## src/rtl/div_ctrl.sv

```systemverilog
// div_ctrl: sequencer between RV32M issue and the shared div32 unit.
// Handles DIV/DIVU/REM/REMU, resolving /0 and signed overflow locally.
// Ports:
//   clk, rst                 clock, async active-high reset
//   req_valid/req_ready      request handshake; req_op, req_a, req_b, req_tag
//   flush                    discard current op (highest priority)
//   div_in_en/div_a/div_b/div_signed   issue side of div32
//   div_idle/div_out_en/div_q/div_rem  result side of div32
//   res_valid/res_ready      result handshake; res_data, res_tag
// Optional macro DIV_RESULT_CACHE_EN adds a one-entry result cache.
module div_ctrl #(
    parameter int TAG_W = 4
) (
    input  logic             clk,
    input  logic             rst,
    input  logic             req_valid,
    output logic             req_ready,
    input  logic [1:0]       req_op,
    input  logic [31:0]      req_a,
    input  logic [31:0]      req_b,
    input  logic [TAG_W-1:0] req_tag,
    input  logic             flush,
    output logic             div_in_en,
    output logic [31:0]      div_a,
    output logic [31:0]      div_b,
    output logic             div_signed,
    input  logic             div_idle,
    input  logic             div_out_en,
    input  logic [31:0]      div_q,
    input  logic [31:0]      div_rem,
    output logic             res_valid,
    input  logic             res_ready,
    output logic [31:0]      res_data,
    output logic [TAG_W-1:0] res_tag
);

    typedef enum logic [2:0] {
        S_IDLE,
        S_ISSUE,
        S_WAIT,
        S_DONE,
        S_DRAIN
    } state_t;

    state_t state;
    logic   op_rem;

    logic        req_signed;
    logic        b_zero;
    logic        ovf;
    logic        corner;
    logic [31:0] corner_res;

    assign req_signed = ~req_op[0];
    assign b_zero     = (req_b == 32'd0);
    assign ovf        = req_signed
                      && (req_a == 32'h8000_0000)
                      && (req_b == 32'hFFFF_FFFF);
    assign corner     = b_zero || ovf;
    // /0 takes precedence: the overflow pattern cannot have b==0 anyway.
    assign corner_res = b_zero
                      ? (req_op[1] ? req_a : 32'hFFFF_FFFF)
                      : (req_op[1] ? 32'd0 : 32'h8000_0000);

    logic        cache_hit;
    logic [31:0] hit_data;

`ifdef DIV_RESULT_CACHE_EN
    logic        c_valid;
    logic        c_signed;
    logic [31:0] c_a;
    logic [31:0] c_b;
    logic [31:0] c_q;
    logic [31:0] c_rem;
    logic        cache_fill;

    assign cache_hit = c_valid
                     && (c_a == req_a)
                     && (c_b == req_b)
                     && (c_signed == req_signed);
    assign hit_data  = req_op[1] ? c_rem : c_q;

    // Drained completions fill too: div_a/b/signed still hold the
    // operands of the outstanding op until the next accept.
    assign cache_fill = div_out_en
                      && ((state == S_WAIT) || (state == S_DRAIN));

    always_ff @(posedge clk or posedge rst) begin
        if (rst) begin
            c_valid  <= 1'b0;
            c_signed <= 1'b0;
            c_a      <= '0;
            c_b      <= '0;
            c_q      <= '0;
            c_rem    <= '0;
        end else if (cache_fill) begin
            c_valid  <= 1'b1;
            c_signed <= div_signed;
            c_a      <= div_a;
            c_b      <= div_b;
            c_q      <= div_q;
            c_rem    <= div_rem;
        end
    end
`else
    assign cache_hit = 1'b0;
    assign hit_data  = 32'd0;
`endif

    always_ff @(posedge clk or posedge rst) begin
        if (rst) begin
            state      <= S_IDLE;
            req_ready  <= 1'b1;
            div_in_en  <= 1'b0;
            div_a      <= '0;
            div_b      <= '0;
            div_signed <= 1'b0;
            res_valid  <= 1'b0;
            res_data   <= '0;
            res_tag    <= '0;
            op_rem     <= 1'b0;
        end else begin
            div_in_en <= 1'b0;
            case (state)
                S_IDLE: begin
                    if (req_valid && !flush) begin
                        op_rem     <= req_op[1];
                        res_tag    <= req_tag;
                        div_a      <= req_a;
                        div_b      <= req_b;
                        div_signed <= req_signed;
                        req_ready  <= 1'b0;
                        if (corner) begin
                            res_data  <= corner_res;
                            res_valid <= 1'b1;
                            state     <= S_DONE;
                        end else if (cache_hit) begin
                            res_data  <= hit_data;
                            res_valid <= 1'b1;
                            state     <= S_DONE;
                        end else begin
                            state <= S_ISSUE;
                        end
                    end
                end
                S_ISSUE: begin
                    if (flush) begin
                        state     <= S_IDLE;
                        req_ready <= 1'b1;
                    end else if (div_idle) begin
                        div_in_en <= 1'b1;
                        state     <= S_WAIT;
                    end
                end
                S_WAIT: begin
                    if (flush) begin
                        // A result landing with the flush needs no drain.
                        if (div_out_en) begin
                            state     <= S_IDLE;
                            req_ready <= 1'b1;
                        end else begin
                            state <= S_DRAIN;
                        end
                    end else if (div_out_en) begin
                        res_data  <= op_rem ? div_rem : div_q;
                        res_valid <= 1'b1;
                        state     <= S_DONE;
                    end
                end
                S_DONE: begin
                    if (flush || res_ready) begin
                        res_valid <= 1'b0;
                        req_ready <= 1'b1;
                        state     <= S_IDLE;
                    end
                end
                S_DRAIN: begin
                    if (div_out_en) begin
                        req_ready <= 1'b1;
                        state     <= S_IDLE;
                    end
                end
                default: begin
                    state     <= S_IDLE;
                    req_ready <= 1'b1;
                    res_valid <= 1'b0;
                end
            endcase
        end
    end

endmodule

```

## config.mk

```make
export PLATFORM = sky130hd
export DESIGN_NAME = div_ctrl
export DESIGN_NICKNAME = d
export VERILOG_FILES = /design/src/rtl/div_ctrl.sv
export SDC_FILE = /design/constraint.sdc
export NUM_CORES = 1
export LEC_CHECK = 0
export CAP_MARGIN = 20
export CORE_ASPECT_RATIO = 1.5
export CORE_MARGIN = 2
export CORE_UTILIZATION = 46
export DETAILED_ROUTE_END_ITERATION = 12
export PLACE_DENSITY = 0.95
export SYNTH_ARGS = -nofsm -noshare
export SYNTH_HDL_FRONTEND = slang
export SYNTH_SLANG_ARGS = --single-unit
```

## constraint.sdc

```tcl
create_clock -name clk -period 9.2 [get_ports clk]
set_input_delay 2.3 -clock clk [delete_from_list [all_inputs] [get_ports clk]]
set_output_delay 2.3 -clock clk [all_outputs]
set_load 0.01 [all_outputs]
```

## Word level (Yosys, flattened, before mapping)

Cells that the tools add are included.

| cells by class | value |
|---|---|
| equality and inequality tests | 16 |
| multiplexer cells | 34 |
| shift-type cells | 0 |
| $lt $le $gt $ge | 0 |
| div/mod/pow operators | 0 |
| bitwise operators | 2 |
| reductions and logical operators | 15 |
| multipliers | 0 |
| add/sub/neg operators | 0 |

Operators with widths:

| operator | count |
|---|---|
| 32-bit two-way mux | 8 |
| 32-bit equality test (second input constant) | 2 |
| 32-bit one-hot mux with 2 select lines | 1 |
| 32-bit zero test | 1 |
| 3-bit two-way mux | 8 |
| 2-bit != test (second input constant) | 8 |
| 3-bit one-hot mux with 5 select lines | 1 |
| 1-bit two-way mux | 13 |
| 5-bit AND reduction | 2 |
| 3-bit by 2-bit equality test with 1-bit output (second input constant) | 2 |
| 3-bit != test (second input constant) | 2 |
| 6-bit AND reduction | 1 |
| 1-bit one-hot mux with 5 select lines | 1 |
| 1-bit one-hot mux with 4 select lines | 1 |
| 4-bit AND reduction | 1 |
| 3-bit by 1-bit equality test with 1-bit output (second input constant) | 1 |
| 3-bit equality test (second input constant) | 1 |
| 1-bit logical AND | 3 |
| 3-bit zero test | 1 |
| 1-bit logical OR | 2 |
| 2-bit two-way mux | 1 |
| 1-bit inverter | 2 |
| 2-bit AND reduction | 1 |
| 2-bit nonzero test | 1 |
| other kinds (2) | 2 |

| storage, ports and cells | value |
|---|---|
| latch bits | 0 |
| bits of input ports | 141 |
| word-level logic and storage cells | 77 |
| register bits | 108 |
| output and inout port bits | 104 |
| bits in writable memories | 0 |
| memories | 0 |
| bits in read-only memories | 0 |

## Logic depth before layout (Yosys ltp)

| depth | value |
|---|---|
| depth after elaboration | 7 |
| depth in mapped cells | 7 |
| gate-level depth less buffers | 6 |

## Worst setup path after synthesis

Ideal clock, no wire load.

| path | value |
|---|---|
| path type | input to register |
| start point | input port req_a[27] |
| end point | register res_data[0] |
| setup time | 0.125 ns |
| arrival | 4.101 ns |
| cell stages on the path | 7 |
| path slack | 4.974 ns |
| path buffers | 1 |
| data required time | 9.075 ns |
| path through | or4_1 nor4_1 nand4_1 nor4_4 o31ai_2 buf_6 mux2_4 |

| between the ends | value |
|---|---|
| word-level cells in the longest chain between the ends | 6 |

RTL lines:

| element | RTL line | source |
|---|---|---|
| start, declared | 19 | `input logic [31:0] req_a,` |
| 32-bit equality test | 57 | `&& (req_a == 32'h8000_0000)` |
| 1-bit logical AND | 57 |  |
| 1-bit logical AND | 58 | `&& (req_b == 32'hFFFF_FFFF);` |
| 1-bit logical OR | 59 | `assign corner = b_zero \|\| ovf;` |
| 2-bit != test (no source line) | n/a |  |
| 5-bit AND reduction (no source line) | n/a |  |
| end signal, assigned | 134 | `res_data <= corner_res;` |
| end signal, assigned | 138 | `res_data <= hit_data;` |
| end signal, assigned | 165 | `res_data <= op_rem ? div_rem : div_q;` |
| end, declared | 33 | `output logic [31:0] res_data,` |

No other way between the ends.
A chain may end at the register's enable or synchronous reset.

## Worst setup path after layout

| path | value |
|---|---|
| start point | input port req_a[28] |
| end point | register res_data[30] |

The elaborated chain is that of the path after synthesis.

==> out/results.txt <==
outcome - completed
vias in the first global route - 4,955
Total Power - 2.418 mW
Switch Pwr - 788.1 µW
largest net degree at the start of global routing - 74
Internal - 1.630 mW
hold crit path type - reg2reg
estimated wirelength of the detail-placed design - 13.73 mm
CTS tree - built
starting density of the core - 47.33%
max_cap viols - 0
syn_nets - 595
commonest non-fill, non-tap cell in the layout - clkdlybuf4s50_1
Buf+Inv Stages, Crit Path - 2
IO Count - 245
pwr dens - 287.9 nW/µm²
Util after Layout - 72.44%
routability cong. - 0.9594
hold buffer count at CTS - 0
reg2reg end - res_data[18]
P_leak - 3.516 nW
post-synth design cell area - 5487 µm²
Reg2Reg Depth - 4
layout net count - 824
Logic pwr share - 46.0%
Syn Inst Count - 454
Sw Ratio - 32.60%
Setup WS pre-CTS - 4026 ps
#FFs+latches synth - 108
Hold Startpoint - div_a[4]
Final setup viols - 0
Inserted Diodes - 0
synth warn - 0
# clock sinks - 108
1st-iter DRT viols - 256
Slew HR - 32.92%
Critical Path End - res_data[30]
r2r setup slk - 6630 ps
period utilisation layout - 51.96%
CTS Buf Count - 9
critical path launch point type - primary input
Setup TNS - 0 ps
first-pass iteration count of the detailed router - 5
worst ir drop on vdd - 167.7 µV
Fmax - 0.2092 GHz
post-CTS resize count - 0
Crit path arrival time - 5010 ps
WP depth - 8
Worst EP required - 9430 ps
# port buffers - 244
delay-heaviest family, CP - simple AND/OR/NAND/NOR gates
Hold Fails Final Rpt - 0
CP Capture Type - flop
root buffer cell - clkbuf_16
Max stage delay on crit path - 570 ps
worst skew pair latency - 350 ps
total setup buffers inserted after CTS - 0
post-synthesis sequential area ratio - 49.28%
final wirelength - 17.98 mm
P&R area growth vs syn - 53.04%
initial antenna violation count - 0
hold slack - 494.7 ps
max-slew violation count - 0
Crit Path Class - in2reg
Avg Inst Size Synth - 12.08 µm²
Clk pwr share - 17.7%
Max H-tree Level - 3
Slew @ Worst Pin - 1003 ps
Worst Skew - 8.550 ps
FP Rows - 48
clk slew on worst S/H paths - 70 ps
DIE HEIGHT - 137.8 µm
crit path time final - 4780 ps
Die X-Extent - 93.17 µm
final worst slack - 4420 ps
Post-synth ARST share - 100.0%
Avg WL per Cell - 21.45 µm
global-route usage over all layers - 27.86%
Post-synth EDFFs - 0
total grt overflow - 0
die area - 12,830 µm²
DRC Markers - 0
Vias/cell - 5.588
global-route wire length before repair - 27.21 mm
Crit. Startpoint - req_a[28]
Max Root-Sink Buffers - 2
fraction of layout cells with a size suffix above 1 - 14.97%
worst-path fanout max - 32
most frequent cells in the layout - clkdlybuf4s50_1 (244), dfrtp_1 (106), mux2_2 (42), o21ai_0 (34), nand2b_1 (33)
RSZ-0062 raised after global routing - no
Yosys cell types - 39
floorplan core area - 11,590 µm²
post-route ant nets - 0
sequential power share - 36.3%
crit path max-delay cell type - or4_1
prevailing post-synth register cell - dfrtp_1
via count - 4,683
Cell Chain, Critical Path - clkdlybuf4s50_1 > or4_1 > nor4_1 > nand4_1 > nor4_4 > o31ai_4 > buf_4 > mux2_1
r2r startpoint - state[1]
-- area by class of cell --
type / count / area (µm²)
Timing Repair Buffer: 249 / 2500
Tap cell: 150 / 187.7
Clock inverter: 6 / 93.84
Fill cell: 795 / 3194
Sequential cell: 108 / 2705
Clock buffer: 10 / 239.0
Inverter: 4 / 17.52
Multi-Input combinational cell: 311 / 2654
-- state kept, by name, summed over array words and instances, names as in the netlist --
signal      cells
res_tag         4
div_in_en       1
div_signed      1
res_valid       1
state           3
div_b          32
res_data       32
op_rem          1
div_a          32
req_ready       1
-- through the flow --
| step | cell area [µm²] | instances |
|---|---|---|
| after floorplan | 5487 | 454 |
| after global placement | 8036 | 821 |
| after detailed placement | 8036 | 821 |
| after CTS | 8369 | 837 |
| after global routing | 8397 | 838 |
| final | 8397 | 838 |
-- worst min-delay path by stage --
stage                      end  cells past startpoint
floorplan           div_signed                      2
global placement    res_tag[2]                      1
detailed placement   div_b[23]                      1
CTS                   div_a[4]                      1
global route        res_tag[2]                      1
finish                div_a[4]                      1
-- power by group through the flow --
stage / Clock, mW / Combinational [mW] / Sequential [mW]
5_1_grt: 0.451 / 1.18 / 0.904
2_1_floorplan: 0 / 0.440 / 0.915
6_report: 0.429 / 1.11 / 0.877
4_1_cts: 0.435 / 1.12 / 0.877
3_5_place_dp: 0 / 1.11 / 0.883
3_3_place_gp: 0 / 1.08 / 0.862
-- cells in the mapped netlist (3+ instances only) --
master / n / share of area, %
o31a_1: 3 / 0.48
mux2_4: 30 / 8.2
nand3_1: 33 / 3.0
buf_6: 3 / 0.62
dfrtp_1: 107 / 49
mux2_2: 42 / 8.6
a21oi_1: 3 / 0.27
o21ai_0: 34 / 3.1
nor4_1: 13 / 1.5
nand2_1: 9 / 0.62
mux2i_1: 32 / 5.8
nand4_1: 11 / 1.3
mux2_1: 30 / 6.2
a211oi_1: 3 / 0.41
nor2_1: 10 / 0.68
clkbuf_1: 26 / 1.8
nand2b_1: 33 / 3.8
inv_1: 4 / 0.27
-- kinds of logic after synthesis --
family | Yosys count | share of synthesized area (%)
simple gates | 126 | 13.75
compound gates | 51 | 5.314
mux | 134 | 28.83
buf+inv | 35 | 2.827
flops | 108 | 49.28
-- metal layers --
layer | part of all wire, % | up-vias | routed length [µm] | GRT usage [%]
li1 | - | 2110 | - | -
met1 | 36 | 2309 | 6427 | 31.57
met2 | 54 | 209 | 9695 | 50.00
met3 | 5.3 | 55 | 948 | 4.486
met4 | 5.0 | 0 | 905 | 14.79
met5 | 0 | - | 0 | 0
(Power assumes the default switching activity.)
